File: src/rtl/timer8254_pkg.sv
// Shared definitions for the 8254 timer read path.
package timer8254_pkg;

    localparam int unsigned DATA_W  = 8;
    localparam int unsigned COUNT_W = 16;

    // RW field of the control word.
    typedef enum logic [1:0] {
        RW_LATCH   = 2'b00,
        RW_LSB     = 2'b01,
        RW_MSB     = 2'b10,
        RW_LSB_MSB = 2'b11
    } rw_e;

    // Bit positions within the status byte {out, null_count, rw[1:0], mode[2:0], bcd}.
    localparam int unsigned ST_BCD_BIT    = 0;
    localparam int unsigned ST_MODE_LSB   = 1;
    localparam int unsigned ST_MODE_MSB   = 3;
    localparam int unsigned ST_RW_LSB     = 4;
    localparam int unsigned ST_RW_MSB     = 5;
    localparam int unsigned ST_NULL_BIT   = 6;
    localparam int unsigned ST_OUT_BIT    = 7;

endpackage : timer8254_pkg

File: src/rtl/read_byte_sequencer.sv
// Tracks the RW mode and the LSB/MSB pointer; decides which byte each count read returns.
module read_byte_sequencer
    import timer8254_pkg::*;
(
    input  logic       clk,
    input  logic       rst_n,
    input  logic       mode_wr_i,
    input  logic [1:0] mode_rw_i,
    input  logic       count_rd_i,
    output logic       msb_next_o,
    output logic       sel_msb_c,
    output logic       seq_end_c
);

    rw_e  rw_q, rw_d;
    logic msb_q, msb_d;

    // Mode and pointer registers.
    always_ff @(posedge clk or negedge rst_n) begin
        if (!rst_n) begin
            rw_q  <= RW_LSB_MSB;
            msb_q <= 1'b0;
        end else begin
            rw_q  <= rw_d;
            msb_q <= msb_d;
        end
    end

    // A mode write restarts the byte order; count reads toggle the pointer only in LSB+MSB mode.
    always_comb begin
        rw_d  = rw_q;
        msb_d = msb_q;
        if (mode_wr_i) begin
            rw_d  = rw_e'(mode_rw_i);
            msb_d = 1'b0;
        end else if (count_rd_i && (rw_q == RW_LSB_MSB)) begin
            msb_d = ~msb_q;
        end
    end

    // Byte select for the current read and whether it completes a latched sequence.
    always_comb begin
        sel_msb_c = (rw_q == RW_MSB) || ((rw_q == RW_LSB_MSB) && msb_q);
        seq_end_c = (rw_q != RW_LSB_MSB) || msb_q;
    end

    assign msb_next_o = msb_q;

endmodule : read_byte_sequencer

File: src/rtl/counter_read_latch.sv
// Output latches, status latch and read data register for one 8254 counter.
module counter_read_latch
    import timer8254_pkg::*;
#(
    parameter logic [DATA_W-1:0] RESET_DATA = 8'h00,
    parameter bit                STATUS_EN  = 1'b1
) (
    input  logic              clk,
    input  logic              rst_n,
    input  logic [DATA_W-1:0] ce_count_high,
    input  logic [DATA_W-1:0] ce_count_low,
    input  logic [DATA_W-1:0] status_in,
    input  logic              cw_write,
    input  logic [1:0]        cw_rw,
    input  logic              rb_strobe,
    input  logic              rb_count_n,
    input  logic              rb_status_n,
    input  logic              rd_strobe,
    output logic [DATA_W-1:0] data_out,
    output logic              count_latched,
    output logic              status_latched,
    output logic              msb_next
);

    logic [COUNT_W-1:0] ol_q, ol_d;
    logic [DATA_W-1:0]  st_q, st_d;
    logic [DATA_W-1:0]  data_q, data_d;
    logic               cl_q, cl_d;
    logic               sl_q, sl_d;

    logic               mode_wr_c;
    logic               latch_req_c;
    logic               status_req_c;
    logic               rd_acc_c;
    logic               count_rd_c;
    logic               sel_msb_c;
    logic               seq_end_c;
    logic [COUNT_W-1:0] src_c;

    // Command decode with cw_write > rb_strobe > rd_strobe priority.
    always_comb begin
        mode_wr_c    = cw_write && (cw_rw != RW_LATCH);
        latch_req_c  = (cw_write && (cw_rw == RW_LATCH)) ||
                       (!cw_write && rb_strobe && !rb_count_n);
        status_req_c = STATUS_EN && !cw_write && rb_strobe && !rb_status_n;
        rd_acc_c     = rd_strobe && !cw_write && !rb_strobe;
        count_rd_c   = rd_acc_c && !sl_q;
    end

    read_byte_sequencer u_seq (
        .clk        (clk),
        .rst_n      (rst_n),
        .mode_wr_i  (mode_wr_c),
        .mode_rw_i  (cw_rw),
        .count_rd_i (count_rd_c),
        .msb_next_o (msb_next),
        .sel_msb_c  (sel_msb_c),
        .seq_end_c  (seq_end_c)
    );

    // Latch, status and read-data next state.
    always_comb begin
        ol_d   = ol_q;
        st_d   = st_q;
        data_d = data_q;
        cl_d   = cl_q;
        sl_d   = sl_q;
        src_c  = cl_q ? ol_q : {ce_count_high, ce_count_low};

        if (mode_wr_c) begin
            cl_d = 1'b0;
            sl_d = 1'b0;
        end

        // First latch wins until the latched value has been fully read.
        if (latch_req_c && !cl_q) begin
            ol_d = {ce_count_high, ce_count_low};
            cl_d = 1'b1;
        end

        if (status_req_c && !sl_q) begin
            st_d = status_in;
            sl_d = 1'b1;
        end

        // A pending status byte is returned ahead of any count byte.
        if (rd_acc_c) begin
            if (sl_q) begin
                data_d = st_q;
                sl_d   = 1'b0;
            end else begin
                data_d = sel_msb_c ? src_c[COUNT_W-1:DATA_W] : src_c[DATA_W-1:0];
                if (cl_q && seq_end_c) begin
                    cl_d = 1'b0;
                end
            end
        end
    end

    // State registers.
    always_ff @(posedge clk or negedge rst_n) begin
        if (!rst_n) begin
            ol_q   <= '0;
            st_q   <= '0;
            data_q <= RESET_DATA;
            cl_q   <= 1'b0;
            sl_q   <= 1'b0;
        end else begin
            ol_q   <= ol_d;
            st_q   <= st_d;
            data_q <= data_d;
            cl_q   <= cl_d;
            sl_q   <= sl_d;
        end
    end

    assign data_out       = data_q;
    assign count_latched  = cl_q;
    assign status_latched = sl_q;

endmodule : counter_read_latch

File: config.mk
export PLATFORM = sky130hd
export DESIGN_NAME = counter_read_latch
export DESIGN_NICKNAME = d
export VERILOG_FILES = /design/src/rtl/timer8254_pkg.sv /design/src/rtl/read_byte_sequencer.sv /design/src/rtl/counter_read_latch.sv
export SDC_FILE = /design/constraint.sdc
export NUM_CORES = 1
export LEC_CHECK = 0
export CORE_ASPECT_RATIO = 0.7
export CORE_MARGIN = 2
export CORE_UTILIZATION = 46
export CTS_BUF_LIST = sky130_fd_sc_hd__clkbuf_4 sky130_fd_sc_hd__clkbuf_8
export DETAILED_ROUTE_END_ITERATION = 10
export PLACE_DENSITY = 0.78
export RECOVER_POWER = 25
export SLEW_MARGIN = 30
export SYNTH_ARGS = -nofsm -noshare
export SYNTH_HDL_FRONTEND = slang
export SYNTH_SLANG_ARGS = --single-unit
export TNS_END_PERCENT = 10
File: constraint.sdc
create_clock -name clk -period 1.5 [get_ports clk]
set_input_delay 0.15 -clock clk [delete_from_list [all_inputs] [get_ports clk]]
set_output_delay 0.15 -clock clk [all_outputs]
set_load 0.01 [all_outputs]
**Word level (Yosys, flattened, before mapping)**

Index checks and enable logic that the tools add are counted.

- Bits in registers: 37
- Latch bits: 0
- RAM bits: 0
- Memory bits (read-only): 0
- Output and inout bits: 11
- Memories: 0

- $add $sub $neg: 0
- $mul: 0
- Div/mod/pow operators: 0
- Order comparisons: 0
- Equality and inequality tests: 3
- Shifts and indexed selects: 0
- Muxes and demuxes: 14
- Bitwise operators: 1
- Reduce and logical (&&, ||, !) cells: 25

Operators with widths:

| kind | number |
|---|---|
| two-way mux 16 bit | 1 |
| two-way mux 8 bit | 2 |
| logical AND 1 bit | 13 |
| two-way mux 1 bit | 11 |
| zero test 1 bit | 6 |
| == test 2 bit (second input constant) | 2 |
| nonzero test 2 bit | 2 |
| logical OR 1 bit | 3 |
| zero test 2 bit | 1 |
| != test 2 bit (second input constant) | 1 |
| inverter 1 bit | 1 |

**Logic depth before layout (Yosys ltp)**

Gate-level depths: netlist (run 1).

- Depth after elaboration: 9
- Mapped depth: 5
- Mapped depth without buffers: 3

**Cells and area by module**

A second synthesis (run 1) with hierarchy kept.

- Cells, all modules: 110
- Area total of the unflattened synthesis: 1712.9 um^2

By module, submodules not included:

| module | instances | cells an instance | area an instance (um^2) |
|---|---|---|---|
| counter_read_latch | 1 | 98 | 1566.5 |
| read_byte_sequencer | 1 | 12 | 146.4 |

**Least setup slack after synthesis (run 1)**

No wires, ideal clock.

- Path kind: reg-to-reg
- Start point: register sl_q, in the netlist status_latched
- End point: register st_q[0]
- Library setup time: 125 ps
- Arrival: 1479 ps
- Data required time: 1375 ps
- Path slack: -104 ps
- Stages on the path, launching flop included: 4
- Clock period less this slack: 1604 ps
- Cells stage by stage: dfrtp_1 -> clkbuf_1 -> nor4b_4 -> mux2_2

- Word-level cells in the longest chain between the ends: 2

Ends and longest elaborated chain:

| element | line | source |
|---|---|---|
| start, declared | counter_read_latch.sv:29 | `logic sl_q, sl_d;` |
| start signal, assigned | counter_read_latch.sv:113 | `sl_q <= sl_d;` |
| zero test 1 bit | counter_read_latch.sv:81 | `if (status_req_c && !sl_q) begin` |
| logical AND 1 bit | counter_read_latch.sv:81 |  |
| end signal, assigned | counter_read_latch.sv:110 | `st_q <= st_d;` |
| end, declared | counter_read_latch.sv:26 | `logic [DATA_W-1:0] st_q, st_d;` |

No other way between the ends.
A chain may end at the register's enable or synchronous reset.

**Final worst setup path (run 1)**

- Start point: register sl_q, in the netlist status_latched
- End point: register cl_q, in the netlist count_latched

- Word-level cells in the longest chain between the ends: 2

Ends and longest elaborated chain:

| element | line | source |
|---|---|---|
| two-way mux 1 bit | counter_read_latch.sv:88 | `if (sl_q) begin` |
| two-way mux 1 bit | counter_read_latch.sv:87 | `if (rd_acc_c) begin` |
| named net cl_d | counter_read_latch.sv:28 | `logic cl_q, cl_d;` |
| end signal, assigned | counter_read_latch.sv:112 | `cl_q <= cl_d;` |
| end, declared | counter_read_latch.sv:28 |  |

The timed path passes the listed nets, and every way through them passes these cells.

==> out/metrics.yaml, run 1 <==
status: "complete, no violations"
synth_edf_count: 0
grt_max_degree: 38
die_area_um2: 4670
required_ns: 1.68
drv_cap: 0
grt_pass1_wl_um: 7390
path_buf_inv: 0
synthCells: 149
vias: 1406
cp_slowest_cell: "or4b_4"
fin_crit_ns: 1.47
finalPower_w: 0.00329
path_max_fanout: 3
viasPerCell: 5.41
min_path_type: "primary input to flop"
grt.overflow.total: 0
area_growth_syn_to_layout_pct: 42.8
clk_latency_ns: 0.28
cp-startpoint: "status_latched"
worst_slew_pin_slew_ns: 0.940
crit_chain: "or4b_4, o21bai_1, a31o_2"
layout-drive-gt1-share: 0.327
rsz0062_at_grt: "false"
cp_data_arrival_time_ns: 1.65
period_share: 0.983
grt_pass1_vias: 1525
initial_core_util: 0.482
wire_per_inst_um: 17.2
dp_hpwl_um: 3020
p_clk_frac: 0.229
r2r_end: "count_latched"
yosys_most_used_dff: "dfrtp_1"
antenna_found_initial: 0
drv_slew: 0
pre_cts_slack_ns: -0.441
htree_levels: 2
slew_headroom: 0.373
finalWeightedCongestion: 0.749
drt_iter0_drc: 104
synth.most_common_cell: "dfrtp_1"
numCtsBuffers: 5
antenna_cells: 0
synth_seq_cells: 37
r2r_cells: 3
grt_usage: 0.211
pwr-share-seq: 0.442
path_class: "flop to flop"
synth.top_cell.area_share: 0.461
max_freq_mhz: 678
power.switching_w: 0.000927
synthTopCellsByArea: "dfrtp_1, mux2_2, mux2i_1"
critPathCaptureType: "flop"
syn_nets: 182
switching_share: 0.281
drt-pass1-iter-count: 4
die_h_um: 57.8
setup_slack_ns: 0.0257
root_buffer: "clkbuf_8"
ys_warn_count: 0
cp-endpoint: "count_latched"
syn_avg_cell_area_um2: 12.8
rows: 19
power.density_nw_per_um2: 1210
die_x_um: 80.8
ant_nets: 0
core_um2: 3950
nNetsFinal: 240
max-clock-path-buffers: 2
netlist-cell-type-count: 27
cp_top_family: "simple AND/OR/NAND/NOR gates"
drcViolationCount: 0
fin_skew_ns: 0.00520
p_leak_nw: 1.18
clkTransAtPathRegs_ns: 0.07
combinationalPowerShare: 0.329
drt-total-wl_um: 4470
fill_cells: 299
portBuffers: 43
reg2reg_from: "status_latched"
seqCellArea_um2: 930
clock-sinks: 37
final_hold_viol_count: 0
multi_input_area_um2: 963
synth_largest_area_cell: "dfrtp_1"
start_kind: "flop"
cp_slowest_stage_delay_ns: 0.56
p_int_w: 0.00237
cts_tree: "yes"
r2r_slack_ns: 0.03
finalSetupViolations: 0
io_pins: 44
vdd_drop_max_v: 0.000764
yosysSeqAreaShare: 0.488
yosys-top-cells-count: "dfrtp_1, mux2i_1, mux2_2"
async_reset_ff_frac: 1.00
syn_area_um2: 1900
cp_num_cells: 3
[power by group through the flow]
stage / Clock [W] / Combinational, W / Sequential, W
2_1_floorplan: 0 / 0.000554 / 0.00143
3_3_place_gp: 0 / 0.000939 / 0.00145
3_5_place_dp: 0 / 0.000971 / 0.00146
4_1_cts: 0.000776 / 0.00107 / 0.00145
5_1_grt: 0.000829 / 0.00116 / 0.00149
6_report: 0.000755 / 0.00108 / 0.00146
[cell usage in the layout, fill, tap and decap left out, drive strengths merged, types with 6 or more instances in the layout]
cell / netlist / layout
and2: 8 / 8
mux2i: 16 / 16
buf: 5 / 18
clkdlybuf4s50: 0 / 36
nor2b: 8 / 8
mux2: 24 / 24
a221oi: 8 / 8
dlygate4sd2: 0 / 6
and3: 8 / 8
dfrtp: 35 / 35
clkbuf: 6 / 8
nand2: 7 / 7
o31ai: 9 / 9
[per-stage QoR]
step	hold WS (ns)	utilization	setup TNS, ns	cell area [um2]	std cells
final	0.314	0.688	0	2710	260
after global routing	0.343	0.688	0	2710	260
after CTS	0.251	0.682	0	2690	260
after detailed placement	0.462	0.624	-11.25	2460	246
after global placement	0.460	0.624	-10.29	2460	246
after floorplan	-0.146	-	-0.246	1900	149
[tightest hold or removal path, stage by stage]
cell and delay (ns):
dlygate4sd2_1 0.21, buf_4 0.11, nand2_1 0.04, nand2_1 0.05
[state kept, by name, indices dropped and copies added (netlist names)]
signal / cells
ol_q: 16
data_out: 8
st_q: 8
u_seq.rw_q: 2
count_latched: 1
status_latched: 1
u_seq.msb_next_o: 1
[layer usage]
| metal | track usage | wire length [um] |
|---|---|---|
| met1 | 0.285 | 2020 |
| met2 | 0.339 | 2180 |
| met4 | 0.0533 | 36 |
| met3 | 0.0607 | 230 |
| met5 | 0 | 0 |
[area by class of cell]
cell class / count / share of cell area
inverter: 1 / 0.00138
clock inverter: 1 / 0.00184
tap: 52 / 0.0240
timing repair buffer: 62 / 0.240
sequential: 37 / 0.343
clock buffer: 7 / 0.0355
multi-input combinational: 100 / 0.355
[logic make-up (layout without fill, tap and decap cells)]
group,count (synthesis),after routing,share of synthesized area
buffers and inverters,12,71,0.0382
AO/OA/AOI/OAI,23,23,0.101
AND/OR/NAND/NOR,37,37,0.128
multiplexers,40,40,0.244
flip-flops,37,37,0.488
[worst min path at each step]
stage	from	to	slack, ns	cells after the start
after floorplan	rst_n	count_latched	-0.15	0
final	cw_rw[0]	u_seq.rw_q[0]	0.31	4
after global placement	u_seq.rw_q[0]	u_seq.rw_q[0]	0.46	2
after global routing	cw_rw[0]	u_seq.rw_q[0]	0.34	4
after detailed placement	u_seq.rw_q[0]	u_seq.rw_q[0]	0.46	2
after CTS	rst_n	st_q[0]	0.25	2
[timing repair]
action                     in CTS  in global routing
gates cloned                    2                  0
resized for setup              22                  8
pin swaps                       3                  0
setup buffers                   4                  0
hold endpoints to repair        0                  0
setup endpoints to repair      28                 16
hold buffers                    0                  0
(Power assumes the default switching activity.)
==> run 2, diff against run 1 <==
--- a/config.mk
+++ b/config.mk
@@ -6,7 +6,6 @@
 export NUM_CORES = 1
 export LEC_CHECK = 0
 export CORE_ASPECT_RATIO = 0.7
-export CORE_MARGIN = 2
 export CORE_UTILIZATION = 46
 export CTS_BUF_LIST = sky130_fd_sc_hd__clkbuf_4 sky130_fd_sc_hd__clkbuf_8
 export DETAILED_ROUTE_END_ITERATION = 10
==> run 2 against run 1 <==
Against the previous run: global-route usage is 1.0 points lower; critical path depth up 3; setup slack better by 0.027 ns; clock-buffer cell count unchanged; clock skew grew 0.0040 ns; core utilization shrank 2.6 points; cell count shrank 1.5%; wire length fell by 7.9%; flip-flop and latch count is the same; clock power decreased by 8.6%; worst hold slack lost 0.094 ns; largest cell class is now flip-flops and latches; largest power group unchanged.
==> out/metrics.yaml, run 2 (synthesis gave the netlist of run 1 again) <==
drcViolationCount: 0  # unchanged
p_leak_nw: 1.13  # -3.7%
nNetsFinal: 236  # -1.7%
r2r_cells: 3  # unchanged
cp_data_arrival_time_ns: 1.62  # -0.03 ns
top_register: "ol_q"
drt-total-wl_um: 4110  # -7.9%
path_max_fanout: 9  # +6
period_share: 0.965  # -0.0182
vias: 1380  # -1.8%
layout-drive-gt1-share: 0.299  # -0.0279
viasPerCell: 5.39  # -0.32%
io_pins: 44  # unchanged
wire_per_inst_um: 16.1  # -6.5%
grt_usage: 0.201  # -0.0104
max_freq_mhz: 691  # +1.9%
clock-sinks: 37  # unchanged
finalSetupViolations: 0  # unchanged
start_kind: "primary input"
slew_headroom: 0.405  # +0.0322
grt.overflow.total: 0  # unchanged
drt_iter0_drc: 99  # -4.8%
pre_cts_slack_ns: -0.502  # -0.0611 ns
clkTransAtPathRegs_ns: 0.06  # about the same
path_class: "primary input to flop"
vdd_drop_max_v: 0.000645  # -16%
grt_pass1_vias: 1472  # -3.5%
initial_core_util: 0.482  # unchanged
setup_slack_ns: 0.0530  # +0.0273 ns
worst_slew_pin_slew_ns: 0.892  # -0.0483 ns
min_path_type: "primary input to flop"
die_x_um: 78.8  # -2.5%
postPlaceCellArea_um2: 2440  # -0.81%
root_buffer: "clkbuf_8"
grt_pass1_wl_um: 6690  # -9.5%
cts_tree: "yes"
drv_slew: 0  # unchanged
ant_nets: 0  # unchanged
grt_max_degree: 38  # unchanged
whs_ns: 0.220  # -0.0935 ns
dp_hpwl_um: 2970  # -1.8%
largest_reg_flops: 16  # unchanged
dp_cells: 245  # -0.41%
r2r_slack_ns: 0.07  # +0.04 ns
finalWeightedCongestion: 0.731  # -2.4%
min_to: "u_seq.rw_q[0]"
max-clock-path-buffers: 2  # unchanged
rsz0062_at_grt: "false"
antenna_cells: 0  # unchanged
power.density_nw_per_um2: 1200  # -0.85%
rows: 19  # unchanged
critPathCaptureType: "flop"
htree_levels: 2  # unchanged
required_ns: 1.67  # about the same
core_um2: 3950  # unchanged
clk_latency_ns: 0.29  # about the same
fin_skew_ns: 0.00916  # +0.00395 ns
status: "complete, no violations"
antenna_found_initial: 0  # unchanged
portBuffers: 43  # unchanged
min_from: "cw_rw[0]"
hold_depth: 4  # unchanged
die_h_um: 55.8  # -3.5%
stdcell_area_um2: 2610  # -3.7%
layout_commonest_cell: "clkdlybuf4s50_1"
reg2reg_from: "status_latched"
die_area_um2: 4400  # -5.9%
fin_crit_ns: 1.45  # -0.0273 ns
final_cells: 256  # -1.5%
drv_cap: 0  # unchanged
final_hold_viol_count: 0  # unchanged
r2r_end: "count_latched"
numCtsBuffers: 5  # unchanged
area_growth_syn_to_layout_pct: 37.5
drt-pass1-iter-count: 4  # unchanged
final_cell_mix: "clkdlybuf4s50_1, dfrtp_1, mux2i_1"
run 2: how the worst max path moves through the flow:
stage,cells past startpoint,start,to
after floorplan,5,cw_write,ol_q[0]
after global placement,5,cw_write,ol_q[9]
after detailed placement,5,cw_write,data_out[5]
after CTS,6,rb_count_n,ol_q[8]
after global routing,3,u_seq.rw_q[0],data_out[6]
final,6,cw_write,ol_q[8]
run 2: what timing repair did:
action	in CTS	in global routing
endpoints found under the setup margin	27	23
gates resized for setup	11	8
pin swaps	1	3
endpoints found under the hold margin	0	0
buffers inserted	2	0
hold buffers	0	0
gates cloned	1	0
run 2: through the flow:
step	util	TNS, ns	total power [W]
after detailed placement	0.619	-14.46	0.00242
after global routing	0.662	0	0.00331
after CTS	0.655	-0.0552	0.00315
final	0.662	0	0.00314
after global placement	0.619	-12.21	0.00238
after floorplan	-	-0.246	0.00199
run 2: power by group:
part | internal, W | switching [W] | total, W
sequential | 0.00127 | 0.000171 | 0.00144
combinational | 0.000627 | 0.000383 | 0.00101
clock | 0.000362 | 0.000328 | 0.000690
run 2: metal layers:
layer | wire length [um] | share of wire | GRT usage | vias to the layer above
met4 | 32 | 0.0078 | 0.0519 | 0
met2 | 1980 | 0.48 | 0.330 | 27
li1 | - | - | - | 653
met1 | 1940 | 0.47 | 0.257 | 697
met5 | 0 | 0 | 0 | -
met3 | 163 | 0.040 | 0.0639 | 3
run 2: final cells by class:
type                       count  area, um2
sequential                    37        930
clock buffer                   7       83.8
timing repair buffer          58        598
multi-input combinational    100        927
tap                           52       65.1
inverter                       1       3.75
fill                         312       1330
clock inverter                 1       5.00
run 2: critical path: stages:
cell	delay [ns]
clkdlybuf4s15_1	0.28
or3b_4	0.43
a21oi_4	0.19
buf_6	0.12
buf_12	0.12
mux2_2	0.33
==> run 3, diff against run 2 <==
--- a/config.mk
+++ b/config.mk
@@ -5,9 +5,11 @@
 export SDC_FILE = /design/constraint.sdc
 export NUM_CORES = 1
 export LEC_CHECK = 0
+export ABC_AREA = 0
 export CORE_ASPECT_RATIO = 0.7
 export CORE_UTILIZATION = 46
 export CTS_BUF_LIST = sky130_fd_sc_hd__clkbuf_4 sky130_fd_sc_hd__clkbuf_8
+export CTS_CLUSTER_SIZE = 20
 export DETAILED_ROUTE_END_ITERATION = 10
 export PLACE_DENSITY = 0.78
 export RECOVER_POWER = 25
==> results of run 3 <==
Final layout, timing and power as in run 2 (identical DEF).
==> RTL edit 1 (flow settings as in run 2) <==
The parameter `STATUS_EN` goes from 1'b1 to 1'b0.
--- a/src/rtl/counter_read_latch.sv
+++ b/src/rtl/counter_read_latch.sv
@@ -3,7 +3,7 @@
     import timer8254_pkg::*;
 #(
     parameter logic [DATA_W-1:0] RESET_DATA = 8'h00,
-    parameter bit                STATUS_EN  = 1'b1
+    parameter bit                STATUS_EN  = 1'b0
 ) (
     input  logic              clk,
     input  logic              rst_n,
Formal check against the unedited RTL: not equivalent (Yosys sat finds a counterexample within 4 cycles, from zero or initial values and one cycle with rst_n low).
==> RTL edit 1 against run 2 <==
  * Synthesized area is 23% lower
  * Final area is 21% lower
  * Largest power group unchanged
  * Critical path type unchanged
  * Utilization is 5.0 points higher
  * Sequential cell count is 8 lower
  * Via count is 20% lower
  * Routed wire length is 14% lower
  * Worst setup slack worse by 0.077 ns
  * Critical endpoint is now ol_q[0]
  * The flow now finishes with violations (negative setup slack)
  * Total power is 16% lower
  * Highest routed layer unchanged
==> RTL edit 1: results (changes against run 2) <==
run_status: "finished with violations"  # was complete, no violations
failed_checks: "negative setup slack"
worstReg2RegStart: "u_seq.rw_q[0]"  # was status_latched
crit_reg_reg_endpoint: "data_out[3]"  # was count_latched
crit_path_end: "ol_q[0]"  # was ol_q[8]
maxSlewHeadroom: 0.514  # was 0.405
p_sw_frac: 0.277  # was 0.281
grtUsageTotal: 0.228  # was 0.201
cellLeakagePower_nw: 0.891  # was 1.13 nW
final_layout_size_suffix_gt1_frac: 0.307  # was 0.299
buf_share: 0.248  # was 0.229
cts.repair.resized: 7  # was 11
ir_worst_vdd_mv: 0.734  # was 0.645 mV
drt_first_iter_violations: 89  # was 99
detailed_place.area_um2: 1930  # was 2440 µm²
fraction_of_standard_cell_area_in_multi_input_logic: 0.331  # was 0.355
slowest_delay_ns: 0.40  # was 0.43 ns
clock_sinks: 29  # was 37
grt_max_degree: 30  # was 38
final.setup.worst_slack_ns: -0.0238  # was 0.0530 ns
setup_viol_count_final: 13  # was 0
critical-path-slowest-cell: "sky130_fd_sc_hd__clkdlybuf4s50_1"  # was sky130_fd_sc_hd__or3b_4
total_power_mw: 2.65  # was 3.14 mW
multiInputGateArea_um2: 684  # was 927 µm²
layout.clock.cell_area_share: 0.0472  # was 0.0340
synth.yosys.seq_area_share: 0.497  # was 0.488
n_all_inverters: 0  # was 1
synthesis.nets: 146  # was 182
arrival_ns: 1.69  # was 1.62 ns
netlist_instances: 113  # was 149
setup.reg_to_reg.worst_slack_ns: 0.05  # was 0.07 ns
setup_tns_ns: -0.162  # was 0 ns
cts_post_setup_buffers_inserted: 1  # was 2
finish.net_count: 195  # was 236
-- RTL edit 1: layer usage --
metal | routed length, µm | track usage
met2 | 1470 | 0.304
met3 | 207 | 0.0971
met5 | 0 | 0
met4 | 64 | 0.0918
met1 | 1800 | 0.322
-- RTL edit 1: cell families after synthesis --
kind of cell           after synthesis  synth area share
AO/OA/AOI/OAI                       22             0.145
buffers and inverters                9            0.0368
flip-flops                          29             0.497
multiplexers                        24             0.201
AND/OR/NAND/NOR                     29             0.120
-- RTL edit 1: how the worst min path moves through the flow --
stage                          to  slack, ns  cells after the start   startpoint
global route        u_seq.rw_q[0]       0.27                      3     cw_rw[0]
global placement      data_out[6]       0.48                      1  data_out[6]
detailed placement    data_out[3]       0.49                      1  data_out[3]
finish              u_seq.rw_q[1]       0.27                      3     cw_rw[1]
floorplan           count_latched      -0.15                      0        rst_n
CTS                       ol_q[9]       0.25                      2        rst_n
==> RTL edit 2 (flow settings as in run 2) <==
Without the edit above. Take the reset off `ol_q` and load it in a clocked block of its own.
--- a/src/rtl/counter_read_latch.sv
+++ b/src/rtl/counter_read_latch.sv
@@ -100,18 +100,20 @@
     // State registers.
     always_ff @(posedge clk or negedge rst_n) begin
         if (!rst_n) begin
-            ol_q   <= '0;
             st_q   <= '0;
             data_q <= RESET_DATA;
             cl_q   <= 1'b0;
             sl_q   <= 1'b0;
         end else begin
-            ol_q   <= ol_d;
             st_q   <= st_d;
             data_q <= data_d;
             cl_q   <= cl_d;
             sl_q   <= sl_d;
         end
+    end
+
+    always_ff @(posedge clk) begin
+        ol_q <= ol_d;
     end
 
     assign data_out       = data_q;
Check against the original RTL: no difference found for any inputs over 10 cycles, from zero or initial values and one cycle with rst_n low; that may be too few to reach the edited logic, so the function may still have changed.
==> RTL edit 2 against run 2 <==
  * The run now ends with negative setup slack left
  * Via count fell by 9.6%
  * Synthesized area fell by 8.0%
  * Sequential cell count did not move
  * Routed wire length fell by 16%
  * Critical path depth fell by 3
  * Worst setup slack got worse by 0.057 ns
  * Non-clock buffer count fell by 2
  * Sequential share of layout area rose by 6.3 points
  * Total power fell by 12%
  * Final area fell by 7.7%
==> RTL edit 2: results (changes against run 2) <==
synth_warnings: 0  # unchanged
grtUsageTotal: 0.201  # about the same
failed_checks: "negative setup slack"
synthesis.nets: 165  # was 182
synth.yosys.seq_area_share: 0.577  # was 0.488
drt_first_iter_violations: 85  # was 99
timing.critical_path.max_delay_family: "simple AND/OR/NAND/NOR gates"  # was buffers and inverters
grt_max_degree: 25  # was 38
synth_enable_flop_cells: 16  # was 0
post_synth_num_cell_types: 26  # was 27
place.gp.congestion: 0.751  # was 0.731
vias_per_cell: 5.28  # was 5.39
wl_met1_um: 1490  # was 1940 µm
antenna_violations_before_repair: 0  # unchanged
p_sw_frac: 0.267  # was 0.281
setup_viol_count_final: 1  # was 0
cellLeakagePower_nw: 0.954  # was 1.13 nW
route.met2.wl_um: 1740  # was 1980 µm
run_status: "finished with violations"  # was complete, no violations
ys.flop_type: "sky130_fd_sc_hd__dfrtp_1"  # unchanged
detailedRoute.firstPassIterationCount: 4  # unchanged
max_used_layer: "met4"  # unchanged
finish.net_count: 218  # was 236
setup.worst_path.start_class: "flop"  # was input port
ir_worst_vdd_mv: 0.705  # was 0.645 mV
groute.layer.met1.usage: 0.246  # was 0.257
critical-path-slowest-cell: "sky130_fd_sc_hd__or4b_4"  # was sky130_fd_sc_hd__or3b_4
number_of_hold_buffers_added_after_cts: 0  # unchanged
asyncSetResetFlopFracSynth: 0.568  # was 1.00
met3_usage: 0.0599  # was 0.0639
cts.repair.resized: 3  # was 11
place_hpwl_um: 2640  # was 2970 µm
critPathMaxFanout: 8  # was 9
cts_post_setup_buffers_inserted: 0  # was 2
grt_util_met2: 0.341  # was 0.330
clock_tree_skew_after_final_layout_ns: 0.00757  # was 0.00916 ns
maxSlewHeadroom: 0.634  # was 0.405
final.setup.worst_slack_ns: -0.00358  # was 0.0530 ns
slowest_delay_ns: 0.56  # was 0.43 ns
final_layout_size_suffix_gt1_frac: 0.215  # was 0.299
synthTopCellsByArea: "sky130_fd_sc_hd__edfxtp_1 27%, sky130_fd_sc_hd__dfrtp_1 27%, sky130_fd_sc_hd__mux2i_1 9.2%"  # was sky130_fd_sc_hd__dfrtp_1 46%, sky130_fd_sc_hd__mux2_2 8.9%, sky130_fd_sc_hd__mux2i_1 8.4%
setup_tns_ns: -0.00358  # was 0 ns
routed-wl-met3_um: 168  # was 163 µm
wl_per_cell_um: 14.7  # was 16.1 µm
global_route_wire_length_before_repair_um: 5750  # was 6690 µm
vias_in_the_first_global_route: 1244  # was 1472
synth.cells.most_frequent: "19 x sky130_fd_sc_hd__dfrtp_1, 16 x sky130_fd_sc_hd__edfxtp_1, 16 x sky130_fd_sc_hd__mux2i_1"  # was 35 x sky130_fd_sc_hd__dfrtp_1, 16 x sky130_fd_sc_hd__mux2i_1, 15 x sky130_fd_sc_hd__mux2_2
arrival_ns: 1.69  # was 1.62 ns
detailed_place.area_um2: 2310  # was 2440 µm²
-- RTL edit 2: changes by cell type after synthesis, sizes merged --
cell    change
edfxtp     +16
clkbuf      -2
buf         +1
dfrtp      -16
mux2       -16
-- RTL edit 2: kinds of logic after synthesis --
group / synth area share
multiplexers: 0.143
AO/OA/AOI/OAI: 0.103
buffers and inverters: 0.0365
flip-flops: 0.577
AND/OR/NAND/NOR: 0.140
-- RTL edit 2: path summary, 6_finish.rpt --
path                                startpoint            end  cells after the start
worst max-delay path            status_latched    data_out[0]                      3
worst min-delay path                  cw_write  u_seq.rw_q[0]                      4
worst max register to register  status_latched    data_out[0]                      3
worst min register to register   u_seq.rw_q[0]  u_seq.rw_q[0]                      2
max in group asynchronous                rst_n  count_latched                      2
min in group asynchronous                rst_n    data_out[6]                      2
-- RTL edit 2: power groups by stage --
stage	Sequential, mW	Clock [mW]	Combinational [mW]
5_1_grt	1.35	0.769	0.797
3_5_place_dp	1.34	0	0.737
3_3_place_gp	1.34	0	0.714
4_1_cts	1.33	0.719	0.737
6_report	1.32	0.713	0.724
2_1_floorplan	1.35	0	0.380
-- RTL edit 2: stage by stage --
step                worst slack (ns)  cells  hold slack [ns]
floorplan                    -0.0350    132           -0.146
global placement              -0.289    228            0.461
global route                 -0.0294    236            0.320
detailed placement            -0.303    228            0.464
CTS                         0.000470    236            0.220
finish                      -0.00358    236            0.270
-- RTL edit 2: cell type report --
| class | instances | area, µm² |
|---|---|---|
| fill | 261 | 1170 |
| inverter | 1 | 3.75 |
| sequential | 37 | 1010 |
| clock buffer | 7 | 83.8 |
| multi-input combinational | 84 | 689 |
| clock inverter | 1 | 7.51 |
| timing repair buffer | 56 | 556 |
| tap | 50 | 62.6 |
